==> src/rtl/load_unit_fsm.sv <==
// MEM-stage load unit: alignment check, one word read on an SRAM-like bus,
// then byte/halfword extraction and LWL/LWR merge into a registered result.
module load_unit_fsm #(
  parameter int ADDR_W  = 32,
  parameter bit EN_LWLR = 1'b1,
  parameter bit EN_EXC  = 1'b1
) (
  input  logic              clk,
  input  logic              rst,
  input  logic              flush,
  input  logic              ld_valid,
  output logic              ld_ready,
  input  logic [2:0]        ld_memread,
  input  logic [ADDR_W-1:0] ld_addr,
  input  logic [31:0]       ld_rt_old,
  output logic              data_req,
  output logic [ADDR_W-1:0] data_addr,
  input  logic              data_addr_ok,
  input  logic              data_data_ok,
  input  logic [31:0]       data_rdata,
  output logic              res_valid,
  output logic [31:0]       res_data,
  output logic              res_exp,
  output logic [ADDR_W-1:0] res_badvaddr
);

  localparam logic [2:0] OP_LW  = 3'b000;
  localparam logic [2:0] OP_LH  = 3'b001;
  localparam logic [2:0] OP_LHU = 3'b101;
  localparam logic [2:0] OP_LB  = 3'b010;
  localparam logic [2:0] OP_LBU = 3'b110;
  localparam logic [2:0] OP_LWL = 3'b011;
  localparam logic [2:0] OP_LWR = 3'b111;

  typedef enum logic [2:0] {IDLE, REQ, WAIT, RESP, DRAIN} state_t;

  state_t      state, state_next;
  logic [2:0]  op_q;
  logic [1:0]  off_q;
  logic [31:0] rt_q;
  logic        flush_pend;
  logic        accept;
  logic        req_misaligned;
  logic        req_reserved;
  logic        skip_bus;
  logic        killed;
  logic        load_result;

  function automatic logic [31:0] extract(input logic [2:0]  op,
                                          input logic [1:0]  n,
                                          input logic [31:0] rt,
                                          input logic [31:0] w);
    logic [15:0] half;
    logic [7:0]  bsel;
    half = n[1] ? w[31:16] : w[15:0];
    case (n)
      2'd0:    bsel = w[7:0];
      2'd1:    bsel = w[15:8];
      2'd2:    bsel = w[23:16];
      default: bsel = w[31:24];
    endcase
    case (op)
      OP_LW:   extract = w;
      OP_LH:   extract = {{16{half[15]}}, half};
      OP_LHU:  extract = {16'd0, half};
      OP_LB:   extract = {{24{bsel[7]}}, bsel};
      OP_LBU:  extract = {24'd0, bsel};
      OP_LWL: begin
        case (n)
          2'd0:    extract = {w[7:0], rt[23:0]};
          2'd1:    extract = {w[15:0], rt[15:0]};
          2'd2:    extract = {w[23:0], rt[7:0]};
          default: extract = w;
        endcase
      end
      OP_LWR: begin
        case (n)
          2'd0:    extract = w;
          2'd1:    extract = {rt[31:24], w[31:8]};
          2'd2:    extract = {rt[31:16], w[31:16]};
          default: extract = {rt[31:8], w[31:24]};
        endcase
      end
      default: extract = 32'd0;
    endcase
  endfunction

  assign accept = (state == IDLE) && ld_valid && !flush;

  always_comb begin
    req_misaligned = 1'b0;
    req_reserved   = 1'b0;
    case (ld_memread)
      OP_LW:          req_misaligned = (ld_addr[1:0] != 2'b00);
      OP_LH, OP_LHU:  req_misaligned = ld_addr[0];
      OP_LWL, OP_LWR: req_reserved   = !EN_LWLR;
      OP_LB, OP_LBU:  req_reserved   = 1'b0;
      default:        req_reserved   = 1'b1;
    endcase
  end

  // Misaligned loads never touch the bus, whether or not they raise AdEL.
  assign skip_bus = req_reserved || req_misaligned;
  // A flush seen on any REQ cycle dooms the load once the address handshake ends.
  assign killed   = flush_pend || flush;

  always_ff @(posedge clk) begin
    if (rst) state <= IDLE;
    else     state <= state_next;
  end

  always_comb begin
    state_next = state;
    case (state)
      IDLE: if (accept) state_next = skip_bus ? RESP : REQ;
      REQ: begin
        if (data_addr_ok) begin
          if (data_data_ok) state_next = killed ? IDLE : RESP;
          else              state_next = killed ? DRAIN : WAIT;
        end
      end
      WAIT: begin
        if (data_data_ok) state_next = flush ? IDLE : RESP;
        else if (flush)   state_next = DRAIN;
      end
      RESP:    state_next = IDLE;
      DRAIN:   if (data_data_ok) state_next = IDLE;
      default: state_next = IDLE;
    endcase
  end

  assign load_result = (state_next == RESP) && ((state == REQ) || (state == WAIT));
  assign ld_ready    = (state == IDLE);
  assign data_req    = (state == REQ);
  assign res_valid   = (state == RESP);

  always_ff @(posedge clk) begin
    if (rst) begin
      op_q         <= 3'd0;
      off_q        <= 2'd0;
      rt_q         <= 32'd0;
      flush_pend   <= 1'b0;
      data_addr    <= '0;
      res_data     <= 32'd0;
      res_exp      <= 1'b0;
      res_badvaddr <= '0;
    end else begin
      if (accept) begin
        op_q       <= ld_memread;
        off_q      <= ld_addr[1:0];
        rt_q       <= ld_rt_old;
        flush_pend <= 1'b0;
        data_addr  <= {ld_addr[ADDR_W-1:2], 2'b00};
        res_exp    <= 1'b0;
        if (skip_bus) begin
          res_data <= 32'd0;
          if (req_misaligned && EN_EXC) begin
            res_exp      <= 1'b1;
            res_badvaddr <= ld_addr;
          end
        end
      end
      if ((state == REQ) && flush) flush_pend <= 1'b1;
      if (load_result) res_data <= extract(op_q, off_q, rt_q, data_rdata);
    end
  end

endmodule
==> config.mk <==
export PLATFORM = sky130hd
export DESIGN_NAME = load_unit_fsm
export DESIGN_NICKNAME = d
export VERILOG_FILES = /design/src/rtl/load_unit_fsm.sv
export SDC_FILE = /design/constraint.sdc
export NUM_CORES = 1
export LEC_CHECK = 0
export BUFFER_PORTS_ARGS = -buffer_cell sky130_fd_sc_hd__buf_2
export CORE_ASPECT_RATIO = 0.8
export CORE_MARGIN = 2
export CORE_UTILIZATION = 52
export DETAILED_ROUTE_END_ITERATION = 8
export GPL_TIMING_DRIVEN = 0
export PLACE_DENSITY = 0.9
export SLEW_MARGIN = 20
export SYNTH_ARGS = -nofsm -noshare
export SYNTH_HDL_FRONTEND = slang
export SYNTH_SLANG_ARGS = --single-unit
==> constraint.sdc <==
create_clock -name clk -period 2.5 [get_ports clk]
set_input_delay 0.625 -clock clk [delete_from_list [all_inputs] [get_ports clk]]
set_output_delay 0.625 -clock clk [all_outputs]
set_load 0.05 [all_outputs]
* Word-level counts from Yosys, hierarchy flattened
Cells that the tools add are included.
** Word-level totals
- Output and inout bits :: 100
- Latch bits :: 0
- Register bits after elaboration :: 136
- Logic and storage cells :: 73
- Bits in writable memories :: 0
- Memories kept :: 0
- ROM bits :: 0
** Cells by class
- $add $sub $neg :: 0
- Shift-type cells :: 0
- Equal/unequal tests :: 19
- Reduce and logical (&&, ||, !) cells :: 20
- Div/mod/pow operators :: 0
- $mul :: 0
- Bitwise logic cells :: 0
- $lt $le $gt $ge :: 0
- Mux-type cells :: 25
** Operator list (count)
- 32-bit one-hot mux with 7 select lines :: 1
- 32-bit one-hot mux with 3 select lines :: 2
- 32-bit two-way mux :: 3
- 8-bit one-hot mux with 3 select lines :: 1
- 3-bit by 2-bit == test with 1-bit output, second input constant :: 7
- 3-bit == test, second input constant :: 7
- 3-bit two-way mux :: 7
- 16-bit two-way mux :: 1
- 3-bit one-hot mux with 4 select lines :: 1
- 3-bit by 1-bit == test with 1-bit output, second input constant :: 3
- 3-bit logical NOT :: 3
- 2-bit nonzero test :: 4
- 7-bit OR reduction :: 1
- 2-bit two-way mux :: 3
- 1-bit two-way mux :: 5
- 1-bit logical AND :: 4
- 1-bit logical OR :: 3
- 3-bit AND reduction :: 1
- 2-bit by 1-bit == test with 1-bit output, second input constant :: 1
- 2-bit == test, second input constant :: 1
- 2-bit logical NOT :: 1
- 1-bit one-hot mux with 2 select lines :: 1
- 2-bit AND reduction :: 1
- 2-bit OR reduction :: 1
- 1-bit logical NOT :: 1

* Longest topological paths before layout
Gate-level depths: netlist (run 1).
- Depth after elaboration :: 11
- Depth in mapped cells :: 9
- Mapped depth without buffers :: 5

* Least setup slack after synthesis (run 1)
OpenSTA, ideal clock, no wires.
- Kind :: register to register
- Start point :: register state[1]
- End point :: register res_badvaddr[0]
- Stages on the path, launching flop included :: 9
- Setup slack :: 0.229 ns
- Required time :: 2.368 ns
- Arrival time :: 2.138 ns
- Library setup time :: 0.132 ns
- Cells stage by stage :: dfxtp_1 buf_2 nor3_4 nand3_2 or4_1 buf_2 buf_2 nand2_1 a21oi_1
** On the way
- Cells in the longest elaborated chain, start to end :: 4
** Ends and longest elaborated chain
- start, declared :: RTL line 37 : state_t state, state_next;
- start signal, assigned :: RTL line 109 : else state <= state_next;
- 3-bit logical NOT
- named net ld_ready :: RTL line 12 : output logic ld_ready,
- 1-bit logical AND (2 in series) :: RTL line 88 : assign accept = (state == IDLE) && ld_valid && !flush;
- 3-bit AND reduction (no line)
- end signal, assigned :: RTL line 159 : res_badvaddr <= ld_addr;
- end, declared :: RTL line 24 : output logic [ADDR_W-1:0] res_badvaddr
The timed path passes the listed nets, and every way through them passes these cells.
A chain may end at the register's enable or synchronous reset.

* Final worst setup path (run 1)
- Start point :: register off_q[1]
- End point :: register res_data[4]
** On the way
- Cells in the longest elaborated chain, start to end :: 4
- Elaborated cells on any way between the ends :: 9
** Ends and longest elaborated chain
- start, declared :: RTL line 39 : logic [1:0] off_q;
- start signal, assigned :: RTL line 150 : off_q <= ld_addr[1:0];
- 2-bit == test, or another cell as far along :: RTL line 56, 69, 77
- 32-bit one-hot mux with 3 select lines, or another cell as far along :: RTL line 77 : case (n)
- 32-bit one-hot mux with 7 select lines * :: RTL line 62 : case (op)
- 32-bit two-way mux * :: RTL line 164 : if (load_result) res_data <= extract(op_q, off_q, rt_q, data_rdata);
- end signal, assigned :: RTL line 164
- end, declared :: RTL line 22 : output logic [31:0] res_data,
Every way passes the cells marked *; elsewhere a longest branch is shown, timed or not.

==> results of run 1 <==
[metal layers]
layer  vias to the layer above  GRT usage, %  part of all wire [%]  wire (um)
met5                         -             0                     0          0
met4                         0          12.4                   3.0        751
met3                        69          11.3                    13       3270
met2                       534          52.1                    44      10800
met1                      3496          46.5                    40       9880
li1                       3475             -                     -          -
[power groups by stage]
stage	registers [mW]	clock network, mW	logic, mW
4_1_cts	2.29	2.67	0.943
3_3_place_gp	2.34	0	0.926
3_5_place_dp	2.34	0	0.935
5_1_grt	2.30	2.77	1.04
6_report	2.30	2.66	0.976
2_1_floorplan	2.46	0	0.482
[cells in the mapped netlist (7+ instances only)]
master / count
mux2_2: 8
o22ai_1: 16
mux4_2: 8
o21ai_0: 23
nor4b_1: 8
a221o_1: 8
nand2_1: 217
a22o_1: 14
a21oi_1: 125
nand3_1: 22
mux2i_1: 28
nor2_1: 23
a22oi_1: 15
dfxtp_1: 136
and3_1: 11
o31ai_1: 9
a211oi_1: 7
buf_2: 26
nor3_1: 12
o2bb2ai_1: 15
nand4_1: 7
clkbuf_1: 45
nor2b_1: 19
[repair_timing]
item                                    in CTS  in global routing
endpoints found under the setup margin       1                 20
buffers inserted                             0                  1
gates resized for setup                      1                  9
hold buffers                                 0                  0
hold endpoints to repair                     0                  0
[final timing paths]
kind / start / end / slack [ns] / depth (start not counted)
setup / recovery: off_q[1] / res_data[4] / 0.03 / 8
hold / removal: data_data_ok / state[2] / 0.41 / 2
setup reg to reg: off_q[1] / res_data[4] / 0.03 / 8
hold reg to reg: data_addr[30] / data_addr[30] / 0.45 / 2
[sequential cells by signal, summed over array words and instances, names as in the netlist]
name and cells:
data_addr 30, flush_pend 1, off_q 2, op_q 3, res_badvaddr 32, res_data 32
res_exp 1, rt_q 32, state 3
[layout make-up]
cell class	count	share of cell area [%]
Inverter	6	0.260
Sequential cell	136	31.4
Clock buffer	17	4.91
Tap cell	175	2.52
Clock inverter	15	2.35
Buffer	76	3.81
Multi-Input combinational cell	636	42.9
Timing Repair Buffer	202	11.8
[worst max-delay path, cell delays in order (launching register included)]
cell and delay, ns:
dfxtp_1 0.30, buf_2 0.30, buf_2 0.27, buf_2 0.27
buf_2 0.33, nand3_2 0.29, o22ai_1 0.34, o31ai_1 0.16
a21oi_1 0.13
[stage by stage]
| step | TNS (ns) | hold WS (ns) | power [mW] |
|---|---|---|---|
| finish | 0 | 0.409 | 5.93 |
| global route | -0.0211 | 0.405 | 6.11 |
| CTS | 0 | 0.401 | 5.90 |
| detailed placement | -0.210 | 0.443 | 3.27 |
| global placement | -0.0985 | 0.439 | 3.26 |
| floorplan | 0 | 0.436 | 2.94 |
[logic make-up (layout without fill, tap and decap cells)]
logic type,after synthesis,count (layout),share of synthesized area (%)
mux,44,44,8.14
other cells,1,2,0.0555
simple gates,340,340,22.9
buf+inv,82,316,5.20
flops,136,136,40.3
compound gates,250,250,23.4
==> qor.yml, run 1 <==
run_status:
  status: "finished, final reports clean"
timing:
  setup_slack_ns: 0.0308
  period_share_pct: 98.8
  relSlewSlack_pct: 51.4
  finalSetupViolations: 0
  period_minus_slack_ns: 2.47
  skew_ns: 0.00955
  max_freq_mhz: 405
  worst_pin_slew_ns: 0.730
  drv_slew: 0
  final_hold_viol_count: 0
  rsz0062_at_grt: "yes"
power:
  vdd_drop_max_v: 0.000488
  switching_share_pct: 31.1
  switchingPower_mw: 1.84
  p_clk_share_pct: 44.8
  internal-power_mw: 4.09
  p_seq_share_pct: 38.7
  power_density_nw_per_um2: 684
  power.leakage_nw: 3.56
  pwr-share-comb_pct: 16.4
clock_network:
  cts_buffer_depth: 2
  clk_pin_slew_ns: 0.07
  cts_tree: "built"
  cts_sinks: 136
  clk_latency_ns: 0.43
  cts_buffers: 17
  htreeDepth: 4
  root_buffer: "clkbuf_16"
finish:
  final_common_cell: "buf_2"
  fin_area_um2: 8670
  layout_common_cells: "227 x buf_2, 217 x nand2_1, 136 x dfxtp_1, 125 x a21oi_1, 44 x clkbuf_1"
  fin_util_pct: 67.9
  fillers: 1075
  fin_nets: 1180
  diodes: 0
  multi_input_area_um2: 3720
  seq_area_um2: 2720
  area_growth_pct: 28.3
  drive_gt1_share_pct: 27.2
  layoutNonFillerInstCount: 1263
floorplan:
  die_height_um: 106
  dieArea_um2: 13900
  row_count: 37
  die_x_um: 131
  start_util_pct: 52.9
  fp.coreArea_um2: 12800
  io_pins: 205
worst_setup_path:
  path_class: "reg -> reg"
  arrival_ns: 2.82
  endpoint_kind: "flop"
  cp.required_ns: 2.86
  start_kind: "flop"
  crit_fanout: 10
route:
  initialDrtViolationCount: 916
  wl_per_cell_um: 19.6
  routed_wirelength_um: 24800
  via_per_inst: 6.00
  drc: 0
  firstDrtPassIters: 7
  via_count: 7574
  drt.antenna.violating_nets: 0
logic_synthesis:
  ys_ff_latch: 136
  async_reset_ff_share_pct: 0
  synth_top_area_share_pct: 40.3
  synth-edff-count: 0
  synth.yosys.seq_area_share_pct: 40.3
  synth_area_leader_cell: "dfxtp_1"
  syn_inst: 853
  ys.flop_type: "dfxtp_1"
  synth_warnings: 0
  syn_area_um2: 6760
  synth.area.top_cells: "dfxtp_1 40%, nand2_1 12%, a21oi_1 9.3%"
  synth.distinct_cells: 55
  syn_avg_cell_area_um2: 7.93
global_routing:
  grt_max_degree: 17
  grt_pass1_wl_um: 37900
  grt_overflow: 0
  track_usage_pct: 34.6
  antenna_found_initial: 1
  grt_pass1_vias: 6917
placement:
  place_inst: 1230
  io_buffers: 201
  finalWeightedCongestion: 1.05
  dp_hpwl_um: 18200
  pre_cts_ws_ns: -0.0346
  dpl_cell_area_um2: 7990
min_path:
  hold_class: "in -> reg"
flow_run:
  cap_violations: 0
Power figures use the tool's default switching activity.
==> run 2, diff against run 1 <==
- GPL_TIMING_DRIVEN: 0 -> unset
==> run 2 against run 1 <==
Net effect: total power down 1.2%; clock power about the same; sequential power is essentially flat; clock-buffer cell count did not move; hold slack better by 0.023 ns; via count shrank 5.0%; global-route usage is 3.6 points lower; first-iteration DRC count is 2.1% higher; clock skew shrank 0.0012 ns; sequential share of layout area rose by 0.41 points.
==> qor.yml, run 2 (synthesized netlist as in run 1, its figures left out) <==
run_status:
  status: "finished, final reports clean"  # unchanged
clock_network:
  cts_resized: 0  # was 1
  root_buffer: "clkbuf_16"  # unchanged
  htreeDepth: 4  # unchanged
  cts_buffer_depth: 2  # unchanged
  cts_buffers: 17  # unchanged
  clk_latency_ns: 0.42  # was 0.43 ns
  cts_tree: "built"  # unchanged
  cts_sinks: 136  # unchanged
  cts-hold-fix-buffers: 0  # unchanged
  clk_pin_slew_ns: 0.06  # was 0.07 ns
  cts_setup_buffers: 0  # unchanged
global_routing:
  met3_usage_pct: 7.20  # was 11.3%
  grt_max_degree: 71  # was 17
  grt_overflow: 0  # unchanged
  grt_pass1_vias: 6539  # was 6917
  use_met2_pct: 47.2  # was 52.1%
  grt_pass1_wl_um: 34500  # was 37900 um
  track_usage_pct: 31.0  # was 34.6%
  grt_busiest_layer: "met2"  # unchanged
  antenna_found_initial: 0  # was 1
  gr-usage-met1_pct: 42.7  # was 46.5%
timing:
  finalSetupViolations: 0  # unchanged
  rsz0062_at_grt: "no"  # was yes
  drv_slew: 0  # unchanged
  worst_pin_slew_ns: 1.21  # was 0.730 ns
  period_share_pct: 90.3  # was 98.8%
  tns_ns: 0  # unchanged
  max_freq_mhz: 443  # was 405 MHz
  skew_ns: 0.00838  # was 0.00955 ns
  relSlewSlack_pct: 18.8  # was 51.4%
  period_minus_slack_ns: 2.26  # was 2.47 ns
  final_hold_viol_count: 0  # unchanged
worst_setup_path:
  worstReg2RegEnd: "res_data[28]"  # was res_data[4]
  cp.required_ns: 2.83  # was 2.86 ns
  reg2reg_slack_ns: 0.24  # was 0.03 ns
  r2r_start: "state[1]"  # was off_q[1]
  path_class: "reg -> reg"  # unchanged
  crit_fanout: 15  # was 10
  start_kind: "flop"  # unchanged
  r2r_cells: 6  # was 8
  arrival_ns: 2.58  # was 2.82 ns
  cp-startpoint: "state[1]"  # was off_q[1]
  endpoint_kind: "flop"  # unchanged
floorplan:
  start_util_pct: 52.9  # unchanged
  dieArea_um2: 13900  # unchanged
  die_height_um: 106  # unchanged
  io_pins: 205  # unchanged
  fp.coreArea_um2: 12800  # unchanged
  row_count: 37  # unchanged
  die_x_um: 131  # unchanged
placement:
  io_buffers: 202  # was 201
  finalWeightedCongestion: 0.962  # was 1.05
  dp_hpwl_um: 15200  # was 18200 um
  place_inst: 1184  # was 1230
  dpl_cell_area_um2: 7950  # was 7990 um^2
flow_run:
  cap_violations: 0  # unchanged
route:
  wl_per_cell_um: 17.9  # was 19.6 um
  via_count: 7197  # was 7574
  via_per_inst: 5.92  # was 6.00
  routed_wirelength_um: 21700  # was 24800 um
  drt.antenna.violating_nets: 0  # unchanged
  drc: 0  # unchanged
  initialDrtViolationCount: 935  # was 916
  firstDrtPassIters: 5  # was 7
finish:
  layout_common_cells: "217 x nand2_1, 201 x buf_2, 134 x dfxtp_1, 125 x a21oi_1, 28 x mux2i_1"  # was 227 x buf_2, 217 x nand2_1, 136 x dfxtp_1, 125 x a21oi_1, 44 x clkbuf_1
  area_growth_pct: 26.7  # was 28.3%
  diodes: 0  # unchanged
  fin_util_pct: 67.1  # was 67.9%
  top_regs: "res_badvaddr (32), res_data (32), rt_q (32)"  # unchanged
  fin_area_um2: 8570  # was 8670 um^2
  layoutNonFillerInstCount: 1216  # was 1263
  drive_gt1_share_pct: 28.0  # was 27.2%
  fin_nets: 1133  # was 1180
  final_common_cell: "nand2_1"  # was buf_2
power:
  switchingPower_mw: 1.77  # was 1.84 mW
  p_total_mw: 5.86  # was 5.93 mW
  pwr-share-comb_pct: 15.8  # was 16.4%
  switching_share_pct: 30.2  # was 31.1%
  internal-power_mw: 4.09  # about the same
  vdd_drop_max_v: 0.000470  # was 0.000488 V
  p_clk_share_pct: 44.9  # was 44.8%
  power.leakage_nw: 3.51  # was 3.56 nW
  power_density_nw_per_um2: 684  # about the same
  p_seq_share_pct: 39.3  # was 38.7%
min_path:
  hold_class: "in -> reg"  # unchanged
  hold_path_depth: 2  # unchanged
  hold_end: "state[2]"  # unchanged
  holdCritStartpoint: "data_data_ok"  # unchanged
run 2: cell types whose count changed in the layout (fill, tap and decap cells not counted), moves of 3 or more:
cell	before	now
clkbuf_1	44	0
buf_4	3	26
buf_2	227	201
buf_12	1	4
inv_8	3	6
run 2: power by group through the flow:
stage,Clock [mW],Sequential [mW],Combinational [mW]
6_report,2.63,2.30,0.926
2_1_floorplan,0,2.46,0.482
3_3_place_gp,0,2.34,0.890
3_5_place_dp,0,2.35,0.905
5_1_grt,2.75,2.31,0.997
4_1_cts,2.65,2.30,0.911
run 2: per-layer routing:
| metal | part of all wire [%] | routed length [um] | up-vias |
|---|---|---|---|
| met1 | 41 | 8940 | 3331 |
| met2 | 45 | 9860 | 424 |
| met4 | 3.0 | 655 | 0 |
| met5 | 0 | 0 | - |
| li1 | - | - | 3380 |
| met3 | 10 | 2280 | 62 |
run 2: stage by stage:
step                setup slack, ns  hold slack, ns
global placement              0.243           0.439
floorplan                     0.229           0.436
finish                        0.244           0.433
global route                0.00805           0.427
CTS                           0.251           0.417
detailed placement            0.123           0.443
run 2: how the worst max path moves through the flow:
stage	cells past startpoint	slack (ns)	to
2_1_floorplan	8	0.23	res_badvaddr[0]
3_3_place_gp	8	0.24	res_data[8]
3_5_place_dp	7	0.12	res_data[28]
4_1_cts	3	0.25	data_req
5_1_grt	6	0.008	res_data[28]
6_report	6	0.24	res_data[28]
run 2: layout make-up:
type                       instances  area, um^2
multi-input combinational        636        3700
sequential                       136        2730
tap                              175         219
timing repair buffer             231        1280
clock inverter                    15         195
fill                            1107        4210
clock buffer                      17         425
inverter                           6        22.5
run 2: worst max-delay path, stage by stage (launching register included):
cell and delay, ns:
dfxtp_1 0.53, nor2b_1 0.33, o21ai_1 0.22, a2111oi_4 0.36, buf_4 0.25, nand2b_2 0.22, o2bb2ai_1 0.26
